## config.mk

```make
export PLATFORM = sky130hd
export DESIGN_NAME = ssp_dma_ctrl_flat
export DESIGN_NICKNAME = d
export VERILOG_FILES = /design/src/rtl/ssp_dma_ctrl_if.sv /design/src/rtl/ssp_dma_ctrl.sv /design/src/flat_wrapper.sv
export SDC_FILE = /design/constraint.sdc
export NUM_CORES = 1
export LEC_CHECK = 0
export ABC_AREA = 1
export BUFFER_PORTS_ARGS = -buffer_cell sky130_fd_sc_hd__buf_2
export CAP_MARGIN = 30
export CORE_MARGIN = 1
export CORE_UTILIZATION = 35
export CTS_BUF_LIST = sky130_fd_sc_hd__clkbuf_16
export CTS_CLUSTER_DIAMETER = 30
export DETAILED_ROUTE_END_ITERATION = 8
export PLACE_DENSITY = 0.62
export SYNTH_ARGS = -nofsm -noshare
export SYNTH_HDL_FRONTEND = slang
export SYNTH_SLANG_ARGS = --single-unit
```

## constraint.sdc

```tcl
create_clock -name PCLK -period 2.3 [get_ports PCLK]
set_clock_uncertainty 0.2 [all_clocks]
set_input_delay 0.345 -clock PCLK [delete_from_list [all_inputs] [get_ports PCLK]]
set_output_delay 0.345 -clock PCLK [all_outputs]
set_load 0.01 [all_outputs]
```

## src/rtl/ssp_dma_ctrl_if.sv

```systemverilog
// Handshake bundle between the SSP FIFOs / DMA engine and the per-channel
// request controller. LW must match the controller's LW parameter.
interface ssp_dma_ctrl_if #(
    parameter int NCH = 2,
    parameter int LW  = 4
);
    logic [NCH-1:0]    en;
    logic [NCH*LW-1:0] level;
    logic [NCH*LW-1:0] wmark;
    logic [NCH-1:0]    clr;
    logic [NCH-1:0]    tc;
    logic [NCH-1:0]    sreq;
    logic [NCH-1:0]    breq;
    logic [NCH-1:0]    done;
    logic [NCH*16-1:0] xcnt;

    // DMA / FIFO side: drives enables, levels and completion, sees requests
    modport master (
        output en, level, wmark, clr, tc,
        input  sreq, breq, done, xcnt
    );

    // Request controller side
    modport slave (
        input  en, level, wmark, clr, tc,
        output sreq, breq, done, xcnt
    );
endinterface

```

## src/rtl/ssp_dma_ctrl.sv

```systemverilog
// SSP DMA request controller: one independent request FSM per channel.
// TX channels request on free FIFO space, RX channels on FIFO occupancy.
//
// state | meaning
// ------+-----------------------------------------------------------
// OFF   | channel disabled, requests and done low, xcnt held
// IDLE  | enabled, waiting for a single or burst condition
// REQ   | requests sticky-set by their conditions, waiting for clr
// HOLD  | one dead cycle after clr, requests low
// DONE  | terminal count seen, done high until the channel is disabled
//
// After clr the requests stay low for two cycles: the HOLD cycle and the
// first REQ cycle, whose requests are then set from that cycle's conditions.
module ssp_dma_ctrl #(
    parameter int             NCH    = 2,
    parameter int             DEPTH  = 8,
    parameter int             LW     = $clog2(DEPTH) + 1,
    parameter logic [NCH-1:0] TXMASK = 'b01
) (
    input  logic         PCLK,
    input  logic         PRESETn,
    ssp_dma_ctrl_if.slave bus
);

    typedef enum logic [2:0] {
        ST_OFF  = 3'd0,
        ST_IDLE = 3'd1,
        ST_REQ  = 3'd2,
        ST_HOLD = 3'd3,
        ST_DONE = 3'd4
    } state_t;

    localparam logic [LW-1:0] DEPTH_L = LW'(DEPTH);

    for (genvar i = 0; i < NCH; i++) begin : g_ch
        state_t        state_q, state_d;
        logic          sreq_q, sreq_d;
        logic          breq_q, breq_d;
        logic          done_q, done_d;
        logic [15:0]   xcnt_q, xcnt_d;
        logic [LW-1:0] level_in, wmark_in, level_sat, space;
        logic          burst_ok, single_c, burst_c;

        assign level_in = bus.level[i*LW +: LW];
        assign wmark_in = bus.wmark[i*LW +: LW];

        // Saturate the level and derive the single/burst request conditions
        always_comb begin
            level_sat = (level_in > DEPTH_L) ? DEPTH_L : level_in;
            space     = DEPTH_L - level_sat;
            burst_ok  = (wmark_in != '0) && (wmark_in <= DEPTH_L);
            if (TXMASK[i]) begin
                single_c = (space != '0);
                burst_c  = burst_ok && (space >= wmark_in);
            end else begin
                single_c = (level_sat != '0);
                burst_c  = burst_ok && (level_sat >= wmark_in);
            end
        end

        // Next state and next registered outputs; en=0 overrides everything
        always_comb begin
            state_d = state_q;
            sreq_d  = sreq_q;
            breq_d  = breq_q;
            done_d  = done_q;
            xcnt_d  = xcnt_q;
            if (!bus.en[i]) begin
                state_d = ST_OFF;
                sreq_d  = 1'b0;
                breq_d  = 1'b0;
                done_d  = 1'b0;
            end else begin
                case (state_q)
                    ST_OFF: begin
                        state_d = ST_IDLE;
                        xcnt_d  = '0;
                        done_d  = 1'b0;
                    end
                    ST_IDLE: begin
                        if (single_c || burst_c) begin
                            state_d = ST_REQ;
                            sreq_d  = single_c;
                            breq_d  = burst_c;
                        end
                    end
                    ST_REQ: begin
                        if (bus.clr[i]) begin
                            sreq_d  = 1'b0;
                            breq_d  = 1'b0;
                            xcnt_d  = xcnt_q + 16'd1;
                            state_d = bus.tc[i] ? ST_DONE : ST_HOLD;
                            done_d  = bus.tc[i];
                        end else begin
                            sreq_d = sreq_q | single_c;
                            breq_d = breq_q | burst_c;
                        end
                    end
                    ST_HOLD: begin
                        sreq_d  = 1'b0;
                        breq_d  = 1'b0;
                        state_d = (single_c || burst_c) ? ST_REQ : ST_IDLE;
                    end
                    ST_DONE: begin
                        sreq_d = 1'b0;
                        breq_d = 1'b0;
                        done_d = 1'b1;
                    end
                    default: begin
                        state_d = ST_OFF;
                        sreq_d  = 1'b0;
                        breq_d  = 1'b0;
                        done_d  = 1'b0;
                    end
                endcase
            end
        end

        // Channel state and registered outputs, cleared asynchronously
        always_ff @(posedge PCLK or negedge PRESETn) begin
            if (!PRESETn) begin
                state_q <= ST_OFF;
                sreq_q  <= 1'b0;
                breq_q  <= 1'b0;
                done_q  <= 1'b0;
                xcnt_q  <= '0;
            end else begin
                state_q <= state_d;
                sreq_q  <= sreq_d;
                breq_q  <= breq_d;
                done_q  <= done_d;
                xcnt_q  <= xcnt_d;
            end
        end

        assign bus.sreq[i]          = sreq_q;
        assign bus.breq[i]          = breq_q;
        assign bus.done[i]          = done_q;
        assign bus.xcnt[i*16 +: 16] = xcnt_q;
    end

endmodule
```

## src/flat_wrapper.sv

```systemverilog
// flat-port wrapper written by rule: the top's interface ports become plain ports
module ssp_dma_ctrl_flat 
#(
    parameter int             NCH    = 2,
    parameter int             DEPTH  = 8,
    parameter int             LW     = $clog2(DEPTH) + 1,
    parameter logic [NCH-1:0] TXMASK = 'b01
)
  (PCLK, PRESETn, bus_en, bus_level, bus_wmark, bus_clr, bus_tc, bus_sreq, bus_breq, bus_done, bus_xcnt);
  ssp_dma_ctrl_if #(.NCH(NCH), .LW(LW)) bus_i ();
  input  logic PCLK;
  input  logic PRESETn;
  input wire logic [$bits(bus_i.en)-1:0] bus_en;
  input wire logic [$bits(bus_i.level)-1:0] bus_level;
  input wire logic [$bits(bus_i.wmark)-1:0] bus_wmark;
  input wire logic [$bits(bus_i.clr)-1:0] bus_clr;
  input wire logic [$bits(bus_i.tc)-1:0] bus_tc;
  output wire logic [$bits(bus_i.sreq)-1:0] bus_sreq;
  output wire logic [$bits(bus_i.breq)-1:0] bus_breq;
  output wire logic [$bits(bus_i.done)-1:0] bus_done;
  output wire logic [$bits(bus_i.xcnt)-1:0] bus_xcnt;
  assign bus_i.en = bus_en;
  assign bus_i.level = bus_level;
  assign bus_i.wmark = bus_wmark;
  assign bus_i.clr = bus_clr;
  assign bus_i.tc = bus_tc;
  assign bus_sreq = bus_i.sreq;
  assign bus_breq = bus_i.breq;
  assign bus_done = bus_i.done;
  assign bus_xcnt = bus_i.xcnt;
  ssp_dma_ctrl #(.NCH(NCH), .DEPTH(DEPTH), .LW(LW), .TXMASK(TXMASK)) u_core (.PCLK(PCLK), .PRESETn(PRESETn), .bus(bus_i));
endmodule
```

==> impl_metrics.py <==
metrics = {
    "run_status": {
        "run_status": "finished, final reports clean",
    },
    "drt": {
        "dr.first_iter.drc_count": 76,
        "dr_total_vias": 2747,
        "wl_um": 6480,
        "antenna_left": 0,
        "route.detailed.drc": 0,
        "dr.pass1.iters": 4,
        "wl_per_cell_um": 11.5,
        "viasPerCell": 4.89,
    },
    "synth": {
        "async_flop_share": 1.00,
        "synth-seq-cells": 44,
        "yosys_warnings": 0,
        "synth_edf_count": 0,
        "dominantRegCellSynth": "dfrtp_1",
        "netlist_top_cells_count": "nand2_1 (79), inv_1 (66), dfrtp_1 (44), nor2_1 (37), nand3_1 (26)",
        "syn_inst": 392,
        "ys_types": 38,
        "synth_top_area_cell": "dfrtp_1",
        "syn_avg_cell_area_um2": 7.34,
        "ys_top_cells_by_area": "dfrtp_1 (38%), nand2_1 (10%), inv_1 (8.6%)",
        "netlist.area_leader.share": 0.383,
        "synth_most_common_cell": "nand2_1",
        "synth_seq_area_share": 0.383,
        "netlist_area_um2": 2880,
        "syn-num-nets": 426,
    },
    "min_path": {
        "hold_path_class": "in -> reg",
    },
    "finish": {
        "drive_gt1_frac": 0.207,
        "final_cell_count_no_fill": 562,
        "fin_area_um2": 3470,
        "final_util": 0.442,
        "final_nets": 494,
        "syn_to_final_growth_pct": 20.5,
        "num-fill-cells": 838,
        "antenna_cells": 0,
    },
    "sta": {
        "worst_pin_slew_ns": 0.518,
        "fmaxAchievable_ghz": 0.484,
        "slew_viol_final": 0,
        "hold_violations": 0,
        "rsz0062_at_grt": "false",
        "period_share": 0.897,
        "layout_min_cycle_time_ns": 2.06,
        "whs_ns": 0.168,
        "fin_setup_tns_ns": 0,
        "max-slew-margin-rel": 0.655,
        "setup_viol": 0,
        "worst_slack_ns": 0.236,
    },
    "grt": {
        "grt_pass1_wl_um": 11300,
        "grt_pass1_vias": 2605,
        "grt_overflow_total": 0,
        "track_usage": 0.161,
        "grt_max_degree": 25,
        "grt_antenna_before_repair": 0,
    },
    "power_and_ir_drop": {
        "clockPowerShare": 0.304,
        "internal-power_mw": 1.45,
        "total_power_mw": 2.18,
        "pwr-share-comb": 0.279,
        "pwr_density_cell_nw_per_um2": 629,
        "p_switching_mw": 0.733,
        "p_sw_frac": 0.336,
        "leakage_nw": 1.86,
        "ir_drop_uv": 317,
        "seqPwrFrac": 0.416,
    },
    "worst_setup_path": {
        "cp.arrival_ns": 2.04,
        "worstReg2RegStart": "u_core.g_ch[0].state_q[2]",
        "crit_path_start_kind": "input pin",
        "cp_slowest_cell": "ha_1",
        "cp-end-kind": "flop",
        "path_max_fanout": 4,
        "crit_family": "simple AND/OR/NAND/NOR gates",
        "rrSetupSlack_ns": 0.44,
        "crit_chain": "buf_2 > inv_1 > nand2_1 > ha_1 > inv_1 > xor2_1 > inv_1 > ha_1 > nand2_1 > inv_1 > nand2_1 > nand2_1 > nand2_2 > nand3_2 > nand2_1 > nor2_2 > nand2_1 > nand2_1",
        "path_depth": 18,
        "critPathMaxStageDelay_ns": 0.26,
        "worstSetupPathType": "in -> reg",
        "r2r_cells": 8,
        "worstReg2RegEnd": "u_core.g_ch[0].xcnt_q[4]",
        "crit_buf_inv": 5,
        "cp.required_ns": 2.27,
        "critical_path.startpoint": "bus_level[3]",
        "endpoint": "u_core.g_ch[0].state_q[1]",
        "crit_path_frequent_cell": "nand2_1",
    },
    "clocking": {
        "cts.clk_slew.worst_paths_ns": 0.06,
        "clock_latency_ns": 0.28,
        "cts_htree_levels": 2,
        "clock_sinks": 44,
        "clock-root-buffer": "clkbuf_16",
        "numCtsBuffers": 5,
        "cts_buffer_depth": 2,
        "tritoncts": "done",
    },
    "place": {
        "dpl.cell_count": 554,
        "dpl.hpwl_um": 5080,
        "gp_congestion": 0.804,
        "place_area_um2": 3310,
        "place_ws_ns": -0.0994,
        "port_buffers": 61,
    },
    "run": {
        "drv_cap": 0,
    },
    "floorplan": {
        "core_area_um2": 7850,
        "initial_core_util": 0.367,
        "ios": 62,
        "dieArea_um2": 8590,
        "die_w_um": 92.7,
        "rows": 32,
        "die_h_um": 92.7,
    },
}
worst min path at each step:
stage	startpoint	endpoint	slack [ns]	cells past startpoint
global placement	PRESETn	u_core.g_ch[0].sreq_q	0.15	1
finish	bus_clr[0]	u_core.g_ch[0].xcnt_q[0]	0.17	3
global route	bus_clr[0]	u_core.g_ch[0].xcnt_q[0]	0.18	3
detailed placement	PRESETn	u_core.g_ch[0].sreq_q	0.15	1
CTS	bus_clr[0]	u_core.g_ch[0].xcnt_q[0]	0.16	3
floorplan	PRESETn	u_core.g_ch[0].breq_q	-0.15	0
placed cells by master (no fill, tap or decap), drive strengths merged:
cell type,n
nand2,81
and3,1
o22a,1
nand3,27
dlygate4sd3,1
nand4,15
dfrtp,44
o21a,2
a31o,2
ha,10
and2,1
nor3b,1
o31ai,1
nor4,2
xor2,9
nor2,41
clkbuf,5
o21bai,3
nor3,27
inv,69
o21ai,21
nand3b,2
a31oi,6
a211oi,2
buf,68
or2,1
a21oi,15
clkinv,2
power groups by stage:
stage	Clock (mW)	Combinational (mW)	Sequential (mW)
finish	0.663	0.609	0.907
global placement	0	0.595	0.920
CTS	0.686	0.608	0.908
global route	0.714	0.692	0.919
floorplan	0	0.427	0.915
detailed placement	0	0.602	0.921
repair_timing:
item | in CTS | in global routing
endpoints found under the hold margin | 20 | 0
hold buffers | 1 | 0
setup endpoints to repair | 0 | 3
setup buffers | 0 | 0
resized for setup | 0 | 3
cells by family (layout without fill, tap and decap cells):
family	after synthesis	in the layout	synth area share
DFF	44	44	0.383
adders and majority gates	10	10	0.0435
and+or+nand+nor	199	199	0.325
xor gates and xnor gates	9	9	0.0274
buffers and inverters	77	145	0.112
AOI/OAI and AO/OA	53	53	0.110
cell type report:
type                       count  area [µm²]  area share
tap                          102         128      0.0368
timing repair buffer          69         380       0.110
multi-input combinational    271        1460       0.422
clock buffer                   5         125      0.0361
sequential                    44        1100       0.318
clock inverter                 2        7.51     0.00217
inverter                      69         262      0.0754
per-layer routing:
layer,share of wire,up-vias,track usage
li1,-,1421,-
met1,0.48,1261,0.210
met2,0.47,59,0.277
met3,0.040,6,0.0312
met4,0.012,0,0.0346
met5,0,-,0
state kept, by name, indices dropped and copies added, names as in the netlist:
signal               count
u_core.g_ch.breq_q       2
u_core.g_ch.done_q       2
u_core.g_ch.sreq_q       2
u_core.g_ch.state_q      6
u_core.g_ch.xcnt_q      32
worst min-delay path: stages:
cell and delay, ns:
buf_2 0.12, nand3_1 0.08, a21oi_1 0.06
Power figures use the tool's default switching activity.
